<file path="src/rtl/qreg_tx_pkg.sv">
// Shared constants and FSM encoding for the qreg serial transmitter.
package qreg_tx_pkg;

    localparam int unsigned BYTE_W           = 8;
    localparam int unsigned CLKS_PER_BIT_DEF = 4;
    localparam int unsigned CYC_CNT_W        = 8;
    localparam int unsigned BIT_IDX_W        = 3;

    typedef enum logic [1:0] {
        ST_IDLE  = 2'd0,
        ST_START = 2'd1,
        ST_DATA  = 2'd2,
        ST_STOP  = 2'd3
    } tx_state_t;

endpackage

</file>
<file path="src/rtl/qreg_tx_out_fifo.sv">
// Byte FIFO between the qreg load port and the transmitter, with registered full/empty.
module out_fifo
    import qreg_tx_pkg::*;
#(
    parameter int unsigned DEPTH = 4
) (
    input  logic              clk,
    input  logic              reset,
    input  logic              push,
    input  logic              pop,
    input  logic [BYTE_W-1:0] din,
    output logic [BYTE_W-1:0] dout,
    output logic              full,
    output logic              empty
);

    localparam int unsigned PTR_W = $clog2(DEPTH);
    localparam int unsigned OCC_W = PTR_W + 1;

    logic [BYTE_W-1:0] mem [DEPTH];
    logic [PTR_W-1:0]  wr_ptr;
    logic [PTR_W-1:0]  rd_ptr;
    logic [OCC_W-1:0]  count;
    logic [OCC_W-1:0]  count_nx;
    logic              push_ok;
    logic              pop_ok;

    // A push into a full FIFO is legal only when the head leaves on the same edge.
    assign pop_ok  = pop && !empty;
    assign push_ok = push && (!full || pop_ok);
    assign dout    = mem[rd_ptr];

    always_comb begin
        count_nx = count + OCC_W'(push_ok) - OCC_W'(pop_ok);
    end

    always_ff @(posedge clk) begin
        if (!reset) begin
            wr_ptr <= '0;
            rd_ptr <= '0;
            count  <= '0;
            full   <= 1'b0;
            empty  <= 1'b1;
        end else begin
            if (push_ok) begin
                wr_ptr <= wr_ptr + PTR_W'(1);
            end
            if (pop_ok) begin
                rd_ptr <= rd_ptr + PTR_W'(1);
            end
            count <= count_nx;
            full  <= (count_nx == OCC_W'(DEPTH));
            empty <= (count_nx == '0);
        end
    end

    // Storage carries no reset; only the pointers define what is valid.
    always_ff @(posedge clk) begin
        if (reset && push_ok) begin
            mem[wr_ptr] <= din;
        end
    end

endmodule

</file>
<file path="src/rtl/qreg_tx.sv">
// qreg output path: load FIFO feeding an 8N1 LSB-first serial transmitter.
module qreg_tx
    import qreg_tx_pkg::*;
#(
    parameter int unsigned CLKS_PER_BIT = CLKS_PER_BIT_DEF,
    parameter int unsigned DEPTH        = 4
) (
    input  logic              clk,
    input  logic              reset,
    input  logic              load,
    input  logic [BYTE_W-1:0] data,
    output logic              full,
    output logic              empty,
    output logic              overflow,
    output logic              busy,
    output logic              txd
);

    tx_state_t              state;
    logic [BYTE_W-1:0]      shift;
    logic [BYTE_W-1:0]      head;
    logic [CYC_CNT_W-1:0]   clk_cnt;
    logic [BIT_IDX_W-1:0]   bit_cnt;
    logic                   pop;
    logic                   bit_done;

    assign pop      = (state == ST_IDLE) && !empty;
    assign bit_done = (clk_cnt == CYC_CNT_W'(CLKS_PER_BIT - 1));

    out_fifo #(
        .DEPTH (DEPTH)
    ) u_fifo (
        .clk   (clk),
        .reset (reset),
        .push  (load),
        .pop   (pop),
        .din   (data),
        .dout  (head),
        .full  (full),
        .empty (empty)
    );

    // Transmit FSM; txd is loaded one edge ahead so it changes together with state.
    always_ff @(posedge clk) begin
        if (!reset) begin
            state    <= ST_IDLE;
            shift    <= '0;
            clk_cnt  <= '0;
            bit_cnt  <= '0;
            txd      <= 1'b1;
            busy     <= 1'b0;
            overflow <= 1'b0;
        end else begin
            if (load && full && !pop) begin
                overflow <= 1'b1;
            end
            case (state)
                ST_IDLE: begin
                    txd <= 1'b1;
                    if (!empty) begin
                        shift   <= head;
                        clk_cnt <= '0;
                        bit_cnt <= '0;
                        txd     <= 1'b0;
                        busy    <= 1'b1;
                        state   <= ST_START;
                    end
                end
                ST_START: begin
                    if (bit_done) begin
                        clk_cnt <= '0;
                        txd     <= shift[0];
                        state   <= ST_DATA;
                    end else begin
                        clk_cnt <= clk_cnt + CYC_CNT_W'(1);
                    end
                end
                ST_DATA: begin
                    if (bit_done) begin
                        clk_cnt <= '0;
                        if (bit_cnt == BIT_IDX_W'(BYTE_W - 1)) begin
                            txd   <= 1'b1;
                            state <= ST_STOP;
                        end else begin
                            bit_cnt <= bit_cnt + BIT_IDX_W'(1);
                            shift   <= {1'b0, shift[BYTE_W-1:1]};
                            txd     <= shift[1];
                        end
                    end else begin
                        clk_cnt <= clk_cnt + CYC_CNT_W'(1);
                    end
                end
                ST_STOP: begin
                    if (bit_done) begin
                        clk_cnt <= '0;
                        busy    <= 1'b0;
                        state   <= ST_IDLE;
                    end else begin
                        clk_cnt <= clk_cnt + CYC_CNT_W'(1);
                    end
                end
                default: begin
                    txd   <= 1'b1;
                    busy  <= 1'b0;
                    state <= ST_IDLE;
                end
            endcase
        end
    end

endmodule

</file>
<file path="config.mk">
export PLATFORM = sky130hd
export DESIGN_NAME = qreg_tx
export DESIGN_NICKNAME = d
export VERILOG_FILES = /design/src/rtl/qreg_tx_pkg.sv /design/src/rtl/qreg_tx_out_fifo.sv /design/src/rtl/qreg_tx.sv
export SDC_FILE = /design/constraint.sdc
export NUM_CORES = 1
export LEC_CHECK = 0
export CORE_MARGIN = 10
export CORE_UTILIZATION = 60
export CTS_BUF_LIST = sky130_fd_sc_hd__clkbuf_16
export DETAILED_ROUTE_END_ITERATION = 16
export MAX_ROUTING_LAYER = met4
export PLACE_DENSITY_LB_ADDON = 0.05
export SETUP_SLACK_MARGIN = 0.5
export SLEW_MARGIN = 40
export SYNTH_ARGS = -nofsm -noshare
export SYNTH_HDL_FRONTEND = slang
export SYNTH_SLANG_ARGS = --single-unit
</file>
<file path="constraint.sdc">
create_clock -name clk -period 7.3 [get_ports clk]
set_input_delay 1.825 -clock clk [delete_from_list [all_inputs] [get_ports clk]]
set_output_delay 1.825 -clock clk [all_outputs]
set_load 0.02 [all_outputs]
</file>
==> impl_results.md, run 1 <==
- Dominant synthesized flop cell: dfxtp_1
- Post-route cell area: 0.00339 sq mm
- Clk sinks: 67
- Post-synthesis cell type count: about 50
- Crit path kind: input port to flop
- Footprint of the multi-input gates: 0.00115 sq mm
- First-pass iteration count of the detailed router: 4
- HP Class: flop to flop
- Post-synth ARST share: 0
- Final min period: about 3.6 ns
- First-pass GRT wire length: 8.44 mm
- Max_slew headroom: 0.467
- Drt wl/cell: 15.2 um
- Die width: 89.7 um
- Drt drc: 0
- Worst slew pin tran: between 0.7 and 0.8 ns
- Final Wtd Congestion: 0.808
- Required @ worst endpoint: 7.56 ns
- Clock Skew: 0.00722 ns
- Post-CTS Setup Bufs: 0
- Row count: 25
- Vias per cell: 5.52
- YS warnings: 0
- Mapped Area: 0.00291 sq mm
- Finish-stage setup viols: 0
- CTS root buffer: clkbuf_16
- Vias in the first global route: 1831
- MaxCap Viol Count: 0
- Core area: 0.00472 sq mm
- Number of flops mapped to enable cells by yosys: 32
- Post-Route WL: ~5.0 mm
- # resized after CTS: 0
- Final TNS setup: 0 ns
- Clock Latency Late Sink: between 0.3 and 0.4 ns
- Final hold vios: 0
- DP HPWL: around 3.4 mm
- CP arrival: 3.84 ns
- IO Count: 16
- CP dominant cell by count: xnor2_1
- Die H: about 90 um
- Critical path, cell by cell: clkdlybuf4s50_1, a21boi_2, ha_1, inv_1, fa_1, xnor2_1, xnor2_1, nand2_1, nor2_1
- CP Capture Type: flop
- Fin nets: 285
- FF/Latch Area: 0.00166 sq mm
- Share of cells above drive strength 1: 0.0985
- Critical path launch point type: input port
- Seq/Total Area, Yosys: 0.570
- Pwr per Cell Area: 372 mW/mm^2
- Final period util: 0.490
- Area growth from synthesis to layout: 16.2%
- Clock tree from TritonCTS: done
- Synth Register Bits: 67
- Placed standard-cell area: 0.00309 sq mm
- Met3 wire length: 153 um
- Pwr Total: 1260 uW
- Met1 WL: between 2 and 2.5 mm
- Critical-path maximum fanout: 7
- Commonest non-fill, non-tap cells in the layout: dfxtp_1 (34), edfxtp_1 (32), nor2_1 (20)
- Crit-path slowest cell: clkdlybuf4s50_1
- Post-synthesis average cell area: 12.0 sq um
- Full die area: between 0.008 and 0.009 sq mm
- Worst-path clk slew: 0.05 ns
- Largest net degree at the start of global routing: 24
- Post-route ant nets: 0
- F_max: around 280 MHz
- CP peak stage delay: 0.47 ns
- Clock Tree Buf Depth: 2
- WP buf/inv: 2
- Vias: between 1500 and 2000
- Fill count: 350
- Syn_nets: ~270
- RSZ-0062 raised after global routing: false
- GR Overflow Total: 0
- VDD IR max: roughly 0.25 mV
- GRT Resource Usage Total: 0.142
- Fin. max-slew vios: 0
- Routed wl met2: 2.42 mm
- DRT iter0 DRCs: 106
- Status: completed
- Largest delay share family, worst path: adder cells
- Pleak: 0.00127 uW
- Syn Inst Count: 242
- H-tree depth: 3
- PortBufs: 15
- Starting Density: 0.617
- Num CTS Buffers: 9
- Initial antenna violation count: 0
- # hold bufs at CTS: 0
- Diode count: 0
- Commonest non-fill, non-tap cell in the layout: dfxtp_1
- Top sig layer: met4
per-stage QoR:
stage | instances | hold WS (ns) | setup WS [ns] | util
floorplan | 242 | 0.436 | 4.05 | -
global placement | 315 | 0.449 | 3.45 | 0.653
detailed placement | 315 | 0.458 | 3.37 | 0.654
CTS | 331 | 0.467 | 3.71 | 0.717
global route | 331 | 0.482 | 3.54 | 0.717
finish | 331 | 0.463 | 3.73 | 0.717
tightest hold or removal path: stages, from the launching register on:
cell and delay [ns]:
dfxtp_1 0.31, nand2_1 0.07, o21ai_2 0.04
path summary, 6_finish.rpt:
kind / start / endpoint / slack (ns) / cells past startpoint
hold / removal: shift[7]$_SDFFE_PN0P_ / shift[7]$_SDFFE_PN0P_ / 0.46 / 2
setup / recovery: load / u_fifo.full$_SDFF_PN0_ / 3.73 / 9
hold reg to reg: shift[7]$_SDFFE_PN0P_ / shift[7]$_SDFFE_PN0P_ / 0.46 / 2
setup reg to reg: state[0]$_SDFFE_PN0P_ / u_fifo.full$_SDFF_PN0_ / 4.67 / 13
synth_stat cells (2+ instances only):
library cell  number  area share
dfxtp_1           35        0.24
edfxtp_1          32        0.33
nor2_1            20       0.026
mux2i_1           15       0.052
ha_1              14       0.060
a21oi_1           13       0.022
nand2_1           13       0.017
inv_1             11       0.014
o21ai_0            9       0.015
a22oi_1            7       0.018
o31ai_1            7       0.018
xnor2_1            7       0.021
and3_1             4      0.0086
clkbuf_1           4      0.0052
xor2_1             4       0.012
buf_6              3       0.012
nand3_1            3      0.0052
nand4_1            3      0.0064
nor3_1             3      0.0052
a211oi_1           2      0.0052
a32o_1             2      0.0069
and2_1             2      0.0043
nand2b_1           2      0.0043
nor4b_1            2      0.0060
area by class of cell:
class / count / share of cell area
clock inverter: 5 / 0.00702
sequential: 67 / 0.491
multi-input combinational: 155 / 0.339
tap: 67 / 0.0248
clock buffer: 11 / 0.0813
timing repair buffer: 15 / 0.0443
inverter: 11 / 0.0122
flip-flops by register name, indices dropped and copies added (netlist names), named ones only:
signal	cells
u_fifo.count	3
u_fifo.mem	32
clk_cnt	8
busy	1
u_fifo.full	1
u_fifo.empty	1
bit_cnt	3
shift	8
u_fifo.wr_ptr	2
state	2
u_fifo.rd_ptr	2
txd	1
overflow	1
power breakdown:
| group | switching [uW] | internal, uW |
|---|---|---|
| combinational | 187 | 149 |
| sequential | 52.5 | 450 |
| clock | 153 | 268 |
cells by family (layout without fill, tap and decap cells):
kind of cell,count (synthesis),count (layout),share of synthesized area
AOI/OAI and AO/OA,52,52,0.120
adders and majority gates,15,15,0.0670
buffers and inverters,20,42,0.0352
DFF,67,67,0.570
xor gates and xnor gates,11,11,0.0331
muxes,16,16,0.0593
and+or+nand+nor,61,61,0.115
layer usage:
| layer | vias up | track usage |
|---|---|---|
| met5 | - | - |
| met4 | 0 | 0.0462 |
| met3 | 2 | 0.0551 |
| met2 | 23 | 0.214 |
| met1 | 885 | 0.172 |
| li1 | 917 | - |
No activity file was read; power rests on OpenSTA's default activity.
==> inputs of run 2 (changes only) <==
- CORE_UTILIZATION: 60 -> 59
- clock period: 7.3 -> 3.6 ns (I/O delays scaled with it)
==> impl_results.md, run 2 (synthesized netlist as in run 1, its figures left out) <==
- Placement Setup Slack: 0.637 ns (-2.73 ns)
- Worst-path clk slew: 0.05 ns (about the same)
- Core area: 0.00475 sq mm (+0.66%)
- VDD IR max: 0.506 mV (+100%)
- Final period util: 0.730
- Diode count: 0 (unchanged)
- Row count: 25 (unchanged)
- Fin nets: 285 (unchanged)
- Pleak: 0.00125 uW (-1.6%)
- F_max: 381 MHz
- First-pass GRT wire length: 8.93 mm (+5.8%)
- GRT Resource Usage Total: 0.139 (-0.00355)
- Finished Layout Cells: 331 (unchanged)
- Logic pwr share: 0.269 (+0.002)
- Fin. max-slew vios: 0 (unchanged)
- Pwr Total: 2520 uW (+100%)
- Placed Cells: 315 (unchanged)
- GR Overflow Total: 0 (unchanged)
- Final TNS setup: 0 ns (unchanged)
- Full die area: 0.00815 sq mm (+1.3%)
- Critical path launch point type: flop
- Commonest non-fill, non-tap cells in the layout: dfxtp_1 (34), edfxtp_1 (32), nor2_1 (20)
- Num CTS Buffers: 9 (unchanged)
- Top reg by flops: u_fifo.mem
- Critical-path maximum fanout: 4 (-3)
- Post-CTS Setup Bufs: 0 (unchanged)
- Post-route ant nets: 0 (unchanged)
- Largest net degree at the start of global routing: 24 (unchanged)
- Share of cells above drive strength 1: 0.0909 (-0.00758)
- Fill count: 377 (+7.7%)
- Area growth from synthesis to layout: 15.7%
- Finish-stage setup viols: 0 (unchanged)
- Die width: 90.3 um (+0.66%)
- Required @ worst endpoint: 3.86 ns (-3.70 ns)
- Critical path, cell by cell: inv_1, ha_1, nand2b_1, inv_1, ha_1, inv_1, ha_1, inv_1, fa_1, xnor2_1, xnor2_1, nand2_1, nor2_1
- Vias: 1785 (-2.3%)
- Clk sinks: 67 (unchanged)
- Max FFs per register: 32 (unchanged)
- Clock Latency Late Sink: 0.32 ns (about the same)
- Drt wl/cell: 15.0 um (-1.3%)
- Final min period: 2.63 ns
- DP HPWL: 3.40 mm (+0.99%)
- Starting Density: 0.613 (-0.00406)
- CP Capture Type: flop
- Commonest non-fill, non-tap cell in the layout: dfxtp_1
- Worst slew pin tran: 0.778 ns (-0.0194 ns)
- PortBufs: 15 (unchanged)
- Final worst slack: 0.974 ns (-2.75 ns)
- Crit path kind: flop to flop
- # hold bufs at CTS: 0 (unchanged)
- CP dominant cell by count: inv_1
- Initial antenna violation count: 0 (unchanged)
- Sequential share of power: 0.405 (+0.006)
- Largest registers: u_fifo.mem x32, clk_cnt x8, shift x8
- Post-Route WL: 4.98 mm (-1.3%)
- Pwr per Cell Area: 747 mW/mm^2 (+100%)
- Vias in the first global route: 1843 (+0.66%)
- MaxCap Viol Count: 0 (unchanged)
- Die H: 90.3 um (+0.66%)
- Final Wtd Congestion: 0.821 (+1.6%)
- Clock power frac: 0.326 (-0.008)
- Crit-path slowest cell: fa_1
- Int Pwr: 1740 uW (+100%)
- HP Class: flop to flop
- Sw Share: 0.309 (-0.00330)
- DRT iter0 DRCs: 150 (+42%)
- Status: completed
- Sw Pwr: 777 uW (+98%)
- Max_slew headroom: 0.480 (+0.0130)
- Final core occ: 0.709 (-0.00787)
- WP buf/inv: 4 (+2)
- First-pass iteration count of the detailed router: 4 (unchanged)
- Drt drc: 0 (unchanged)
- Footprint of the multi-input gates: 0.00115 sq mm (unchanged)
- Clock Skew: 0.00423 ns (-0.00299 ns)
- Largest delay share family, worst path: adder cells
- RSZ-0062 raised after global routing: false
- Vias per cell: 5.39 (-2.3%)
- CP arrival: 2.89 ns (-0.95 ns)
- FF/Latch Area: 0.00166 sq mm (unchanged)
- Final hold vios: 0 (unchanged)
- CTS root buffer: clkbuf_16
- CP peak stage delay: 0.40 ns (-0.07 ns)
- H-tree depth: 3 (unchanged)
- Clock Tree Buf Depth: 2 (unchanged)
- # resized after CTS: 0 (unchanged)
- IO Count: 16 (unchanged)
- Clock tree from TritonCTS: done
-- run 2: changes by cell type in the layout (fill, tap and decap cells not counted), sizes merged --
cell and change:
clkbuf -2, bufinv +1, clkinv +3, clkinvlp +1
inv -3
-- run 2: final timing paths --
| kind | start | end | slack (ns) | cells past startpoint |
|---|---|---|---|---|
| setup / recovery | state[0]$_SDFFE_PN0P_ | u_fifo.full$_SDFF_PN0_ | 0.97 | 13 |
| hold / removal | shift[7]$_SDFFE_PN0P_ | shift[7]$_SDFFE_PN0P_ | 0.47 | 2 |
| setup reg to reg | state[0]$_SDFFE_PN0P_ | u_fifo.full$_SDFF_PN0_ | 0.97 | 13 |
| hold reg to reg | shift[7]$_SDFFE_PN0P_ | shift[7]$_SDFFE_PN0P_ | 0.47 | 2 |
-- run 2: cell type report --
class | instances | area share
Clock inverter | 7 | 0.0174
Multi-Input combinational cell | 155 | 0.341
Tap cell | 67 | 0.0249
Timing Repair Buffer | 15 | 0.0445
Inverter | 11 | 0.0122
Sequential cell | 67 | 0.493
Clock buffer | 9 | 0.0668
-- run 2: power by group through the flow --
| stage | clock [uW] | combinational (uW) | sequential [uW] |
|---|---|---|---|
| detailed placement | 0 | 675 | 1030 |
| finish | 820 | 677 | 1020 |
| floorplan | 0 | 562 | 996 |
| CTS | 835 | 685 | 1020 |
| global route | 877 | 777 | 1040 |
| global placement | 0 | 669 | 1030 |
-- run 2: metrics by stage --
step / instance area [sq um] / hold WS, ns
final: 3370 / 0.469
after global routing: 3370 / 0.511
after CTS: 3370 / 0.463
after detailed placement: 3090 / 0.456
after global placement: 3090 / 0.451
after floorplan: 2910 / 0.436
-- run 2: worst min-delay path: stages, from the launching register on --
cell	delay, ns
dfxtp_1	0.31
nand2_1	0.07
o21ai_2	0.04
-- run 2: per-layer routing --
layer / routed length (um) / GRT usage / vias up
li1: - / - / 923
met3: 134 / 0.0449 / 8
met2: 2260 / 0.205 / 15
met1: 2510 / 0.172 / 839
met4: 76 / 0.0557 / 0
met5: 0 / - / -
